**src/rtl/ex_stage.sv**
```systemverilog
// ARVI execute stage: single-cycle RV32I ALU plus an iterative
// RV32M multiply/divide unit that stalls the pipeline while busy.
module ex_stage #(
    parameter int XLEN      = 32,
    parameter bit MULDIV_EN = 1'b1
) (
    input  logic            i_clk,
    input  logic            i_rst,
    input  logic            i_valid,
    input  logic            i_flush,
    input  logic [4:0]      i_op,
    input  logic [XLEN-1:0] i_a,
    input  logic [XLEN-1:0] i_b,
    output logic [XLEN-1:0] o_res,
    output logic            o_z,
    output logic            o_stall
);
    localparam int CW = $clog2(XLEN);

    typedef enum logic [1:0] {IDLE, BUSY, DONE} state_t;

    state_t            state_q, state_d;
    logic [CW-1:0]     cnt_q, cnt_d;
    logic [2:0]        mop_q, mop_d;
    logic              sa_q, sa_d;
    logic              sb_q, sb_d;
    logic [2*XLEN-1:0] acc_q, acc_d;
    logic [2*XLEN-1:0] mcand_q, mcand_d;
    logic [XLEN-1:0]   b_q, b_d;
    logic [XLEN-1:0]   res_q, res_d;

    logic [XLEN-1:0]   base;
    logic              is_m;
    logic              start;
    logic [2:0]        mop_in;
    logic              sa_in, sb_in;
    logic [XLEN-1:0]   a_mag, b_mag;
    logic              ge;
    logic [XLEN-1:0]   diff;
    logic [2*XLEN-1:0] acc_nx;
    logic [2*XLEN-1:0] prod;
    logic [XLEN-1:0]   quo, rem;
    logic [XLEN-1:0]   res_fix;

    always_comb begin
        unique case (i_op)
            5'd0:    base = i_a + i_b;
            5'd1:    base = i_a - i_b;
            5'd2:    base = i_a << i_b[4:0];
            5'd3:    base = {{(XLEN-1){1'b0}}, $signed(i_a) < $signed(i_b)};
            5'd4:    base = {{(XLEN-1){1'b0}}, i_a < i_b};
            5'd5:    base = i_a ^ i_b;
            5'd6:    base = i_a >> i_b[4:0];
            5'd7:    base = $signed(i_a) >>> i_b[4:0];
            5'd8:    base = i_a | i_b;
            5'd9:    base = i_a & i_b;
            default: base = '0;
        endcase
    end

    // Ops 10..17 map to 0..7 (MUL, MULH, MULHSU, MULHU, DIV, DIVU, REM, REMU)
    assign is_m   = (i_op >= 5'd10) && (i_op <= 5'd17);
    assign mop_in = i_op[2:0] + 3'd6;
    assign sa_in  = i_a[XLEN-1] & (mop_in inside {3'd0, 3'd1, 3'd2, 3'd4, 3'd6});
    assign sb_in  = i_b[XLEN-1] & (mop_in inside {3'd0, 3'd1, 3'd4, 3'd6});
    assign a_mag  = sa_in ? -i_a : i_a;
    assign b_mag  = sb_in ? -i_b : i_b;
    assign start  = MULDIV_EN && i_valid && is_m && !i_flush && !i_rst;

    // Divide keeps {remainder, dividend/quotient} in acc; multiply sums into it
    always_comb begin
        ge   = acc_q[2*XLEN-1:XLEN-1] >= {1'b0, b_q};
        diff = acc_q[2*XLEN-2:XLEN-1] - b_q;
        if (mop_q[2])
            acc_nx = {ge ? diff : acc_q[2*XLEN-2:XLEN-1], acc_q[XLEN-2:0], ge};
        else
            acc_nx = acc_q + (b_q[0] ? mcand_q : '0);
        prod = (sa_q ^ sb_q) ? -acc_nx : acc_nx;
        quo  = (sa_q ^ sb_q) ? -acc_nx[XLEN-1:0] : acc_nx[XLEN-1:0];
        rem  = sa_q ? -acc_nx[2*XLEN-1:XLEN] : acc_nx[2*XLEN-1:XLEN];
        unique case (mop_q)
            3'd0:       res_fix = prod[XLEN-1:0];
            3'd1, 3'd2,
            3'd3:       res_fix = prod[2*XLEN-1:XLEN];
            3'd4, 3'd5: res_fix = (b_q == '0) ? '1 : quo;
            default:    res_fix = rem;
        endcase
    end

    always_comb begin
        state_d = state_q;
        cnt_d   = cnt_q;
        mop_d   = mop_q;
        sa_d    = sa_q;
        sb_d    = sb_q;
        acc_d   = acc_q;
        mcand_d = mcand_q;
        b_d     = b_q;
        res_d   = res_q;
        unique case (state_q)
            IDLE: begin
                if (start) begin
                    state_d = BUSY;
                    cnt_d   = '0;
                    mop_d   = mop_in;
                    sa_d    = sa_in;
                    sb_d    = sb_in;
                    b_d     = b_mag;
                    mcand_d = {{XLEN{1'b0}}, a_mag};
                    acc_d   = mop_in[2] ? {{XLEN{1'b0}}, a_mag} : '0;
                end
            end
            BUSY: begin
                acc_d = acc_nx;
                cnt_d = cnt_q + 1'b1;
                if (!mop_q[2]) begin
                    mcand_d = mcand_q << 1;
                    b_d     = b_q >> 1;
                end
                if (cnt_q == '1) begin
                    state_d = DONE;
                    res_d   = res_fix;
                end
            end
            DONE:    state_d = IDLE;
            default: state_d = IDLE;
        endcase
        if (i_flush)
            state_d = IDLE;
    end

    always_ff @(posedge i_clk or posedge i_rst) begin
        if (i_rst) begin
            state_q <= IDLE;
            cnt_q   <= '0;
            mop_q   <= '0;
            sa_q    <= 1'b0;
            sb_q    <= 1'b0;
            acc_q   <= '0;
            mcand_q <= '0;
            b_q     <= '0;
            res_q   <= '0;
        end else begin
            state_q <= state_d;
            cnt_q   <= cnt_d;
            mop_q   <= mop_d;
            sa_q    <= sa_d;
            sb_q    <= sb_d;
            acc_q   <= acc_d;
            mcand_q <= mcand_d;
            b_q     <= b_d;
            res_q   <= res_d;
        end
    end

    always_comb begin
        o_stall = 1'b0;
        if (!i_rst && !i_flush) begin
            unique case (state_q)
                IDLE:    o_stall = start;
                BUSY:    o_stall = 1'b1;
                default: o_stall = 1'b0;
            endcase
        end
        if (i_flush || state_q == IDLE)
            o_res = base;
        else if (state_q == DONE)
            o_res = res_q;
        else
            o_res = '0;
    end

    assign o_z = (o_res == '0);

endmodule

```
**config.mk**
```make
export PLATFORM = sky130hd
export DESIGN_NAME = ex_stage
export DESIGN_NICKNAME = d
export VERILOG_FILES = /design/src/rtl/ex_stage.sv
export SDC_FILE = /design/constraint.sdc
export NUM_CORES = 2
export LEC_CHECK = 0
export BUFFER_PORTS_ARGS = -buffer_cell sky130_fd_sc_hd__clkbuf_2
export CAP_MARGIN = 15
export CORE_MARGIN = 3
export CORE_UTILIZATION = 35
export DETAILED_ROUTE_END_ITERATION = 7
export PLACE_DENSITY = 0.51
export SYNTH_ARGS = -nofsm -noshare
export SYNTH_HDL_FRONTEND = slang
export SYNTH_SLANG_ARGS = --single-unit
```
**constraint.sdc**
```tcl
create_clock -name i_clk -period 10.6 [get_ports i_clk]
set_clock_uncertainty 0.1 [all_clocks]
set_input_delay 2.12 -clock i_clk [delete_from_list [all_inputs] [get_ports i_clk]]
set_output_delay 2.12 -clock i_clk [all_outputs]
set_load 0.02 [all_outputs]
```
==> flow_summary.yaml <==
run_status:
  outcome: "complete, no violations"
worst_setup_path:
  cp_num_cells: 18
  slowest_delay_ns: 0.64
  cpMaxStageDelayCell: "o311ai_0"
  start_kind: "input pin"
  rr_worst_depth: 18
  cp-end-kind: "primary output"
  cp_max_fo: 52
  critPathKind: "input pin to primary output"
  path_cells: "buf_4 -> inv_1 -> fa_1 -> nand2b_1 -> a21oi_1 -> o211ai_1 -> a2111oi_0 -> buf_4 -> o311ai_0 -> a31oi_1 -> a311oi_1 -> o211ai_1 -> a21oi_1 -> a211oi_1 -> or3_1 -> nor4_1 -> and4b_1 -> clkbuf_2"
  crit_required_ns: 8.38
  crit_arrival_ns: 7.48
  cp_num_buf_inv: 4
  cp_top_family: "compound AO/OA/AOI/OAI gates"
grt:
  grt_pass1_wl_um: 225300
  antenna_found_initial: 2
  track_usage: 0.3299
  grt_remaining_overflow: 0
  grt_max_degree: 81
  grt_pass1_vias: 32120
placement:
  place_congestion: 1.057
  dpl_cell_area_mm2: 0.03180
  dp_hpwl_um: 119200
  port_buffers: 106
clocking:
  cts_num_sinks: 204
  tritoncts: "yes"
  cts_made_buffers: 28
  path_clk_slew_ns: 0.07
  hold_buffers: 0
  cts_resized: 0
  clock_latency_ns: 0.59
  cts_buffer_depth: 3
  cts_setup_buffers: 0
  h-tree-depth: 1
  root_buffer: "clkbuf_16"
cells_and_area:
  design_area_mm2: 0.03277
  mostFrequentLayoutCells: "nand2_1 (479), nor2_1 (408), a21oi_1 (375)"
  multi_input_area_mm2: 0.02355
  area.growth.synth_to_final_pct: 7.544
  final-seq-area_mm2: 0.005110
  drive_gt1_frac: 0.09523
  num-nets-final: 4424
  final_common_cell: "nand2_1"
  fillers: 9177
timing:
  fin_hold_ws_ns: 0.3871
  clock.fmax_mhz: 103.0
  fin_setup_tns_ns: 0
  maxSlewHeadroom: 0.1514
  worst_slew_pin_slew_ns: 1.266
  drv_slew: 0
  period_minus_slack_ns: 9.704
  rsz0062_at_grt: "no"
  hold_viol: 0
  setup_violations: 0
  period_share: 0.9155
synthesis:
  ys_ff_latch: 204
  synth_simple_gate_area_frac: 0.2424
  synth_compound_area_frac: 0.3207
  syn_area_per_cell_um2: 7.165
  synth_fa_ha_area_frac: 0.08476
  synth_cell_types: 117
  synth_top_family_by_area: "compound AO/OA/AOI/OAI gates"
  ys_seq_area_frac: 0.1676
  synthCells: 4252
  synth_xor_xnor_area_share: 0.04887
  muxShareOfSynthArea: 0.07339
  synth_edf_count: 0
  yosys_warnings: 0
  syn_area_mm2: 0.03047
  async_flop_share: 1.000
  synth_ff_type: "dfrtp_1"
  synthesis.nets: 4529
power:
  p_leak_nw: 13.20
  p_total_w: 0.009755
  irDropWorstVdd_mv: 0.1508
  power_density_mw_per_mm2: 297.7
floorplanning:
  die-area_mm2: 0.09063
  num_rows: 107
  ios: 107
  core_area_mm2: 0.08568
  die-width_um: 301.0
  start_util: 0.3556
  die_h_um: 301.0
routing:
  vias_per_cell: 6.550
  drtIter0Drc: 4079
  drtAntennaViolNets: 0
  routed_wl_um: 154600
  drcViolationCount: 0
  wl_per_cell_um: 29.06
  num_vias: 34830
  drtPass1Iterations: 7
run:
  max_cap_violations: 0
worst_hold_path:
  hp-class: "flip-flop to flip-flop"
  hold_path_depth: 1
-- metal layers --
| layer | share of wire | track usage | vias up | routed length, um |
|---|---|---|---|---|
| li1 | - | - | 15670 | - |
| met4 | 0.068 | 0.1825 | 2 | 10540 |
| met2 | 0.43 | 0.5043 | 1875 | 66390 |
| met3 | 0.083 | 0.04535 | 393 | 12860 |
| met1 | 0.42 | 0.4474 | 16900 | 64750 |
| met5 | 0.000084 | 0 | - | 13 |
-- stage by stage --
stage	util	instances	setup slack, ns
floorplan	-	4252	1.968
global placement	0.3710	5258	1.129
detailed placement	0.3711	5259	1.078
CTS	0.3819	5311	1.073
global route	0.3823	5313	0.7394
finish	0.3824	5318	0.8958
-- worst register-to-register path: stages, from the launching register on --
cell and delay [ns]:
dfrtp_1 0.39, inv_1 0.17, ha_1 0.33, a21oi_1 0.28, o21ai_2 0.14, a2111oi_2 0.33
o221a_1 0.65, nand3_4 0.57, nor2_1 0.88, or2_2 0.26, ha_1 0.22, o2111a_1 0.28
nand4_1 0.24, nor2_1 0.42, nand2_1 0.20, nand4bb_1 0.52, or4_1 0.62, o211ai_1 0.12
o41ai_1 0.10
-- cells in the mapped netlist (all sizes together) (46+ instances only) --
| library cell | count | area (um^2) |
|---|---|---|
| a211oi | 73 | 558.0 |
| a21o | 51 | 382.9 |
| a21oi | 379 | 1912 |
| a31oi | 71 | 450.4 |
| and2 | 87 | 544.3 |
| buf | 71 | 340.3 |
| clkbuf | 240 | 903.4 |
| dfrtp | 204 | 5105 |
| ha | 200 | 2502 |
| inv | 172 | 645.6 |
| mux2i | 62 | 636.9 |
| mux4 | 63 | 1419 |
| nand2 | 480 | 1802 |
| nand3 | 131 | 668.1 |
| nand4 | 82 | 531.8 |
| nor2 | 413 | 1550 |
| nor3 | 118 | 601.8 |
| o211ai | 75 | 581.8 |
| o21ai | 394 | 1979 |
| o31ai | 46 | 350.3 |
| xnor2 | 126 | 1104 |
-- sequential cells by signal (all words and copies together) (netlist names) --
register / count
sa_q: 1
mcand_q: 64
b_q: 32
acc_q: 64
state_q: 2
mop_q: 3
sb_q: 1
cnt_q: 5
res_q: 32
-- power breakdown --
group          switching, W  internal (W)  total [W]
logic               0.00496       0.00239    0.00735
clock network      0.000425      0.000546   0.000970
registers          0.000372       0.00106    0.00144
-- final timing paths --
| check | slack, ns | endpoint | start |
|---|---|---|---|
| min | 0.39 | cnt_q[3] | cnt_q[3] |
| max | 0.90 | o_z | i_b[1] |
| min in group asynchronous | 1.63 | state_q[1] | i_rst |
| min reg2reg | 0.39 | cnt_q[3] | cnt_q[3] |
| max in group asynchronous | 7.33 | mcand_q[60] | i_rst |
| max reg2reg | 3.66 | res_q[24] | b_q[18] |
-- kinds of logic after synthesis --
group / count (synthesis)
mux: 141
compound gates: 1498
fa+ha+maj: 204
xor+xnor: 170
flops: 204
buf+inv: 485
simple gates: 1550
-- cell type report --
| type | instances | area share |
|---|---|---|
| tap | 1144 | 0.04369 |
| multi-input combinational | 3563 | 0.7188 |
| clock inverter | 19 | 0.005155 |
| sequential | 204 | 0.1560 |
| clock buffer | 33 | 0.02322 |
| antenna | 5 | 0.0003819 |
| timing repair buffer | 176 | 0.03269 |
| inverter | 174 | 0.02016 |
Power figures use the tool's default switching activity.
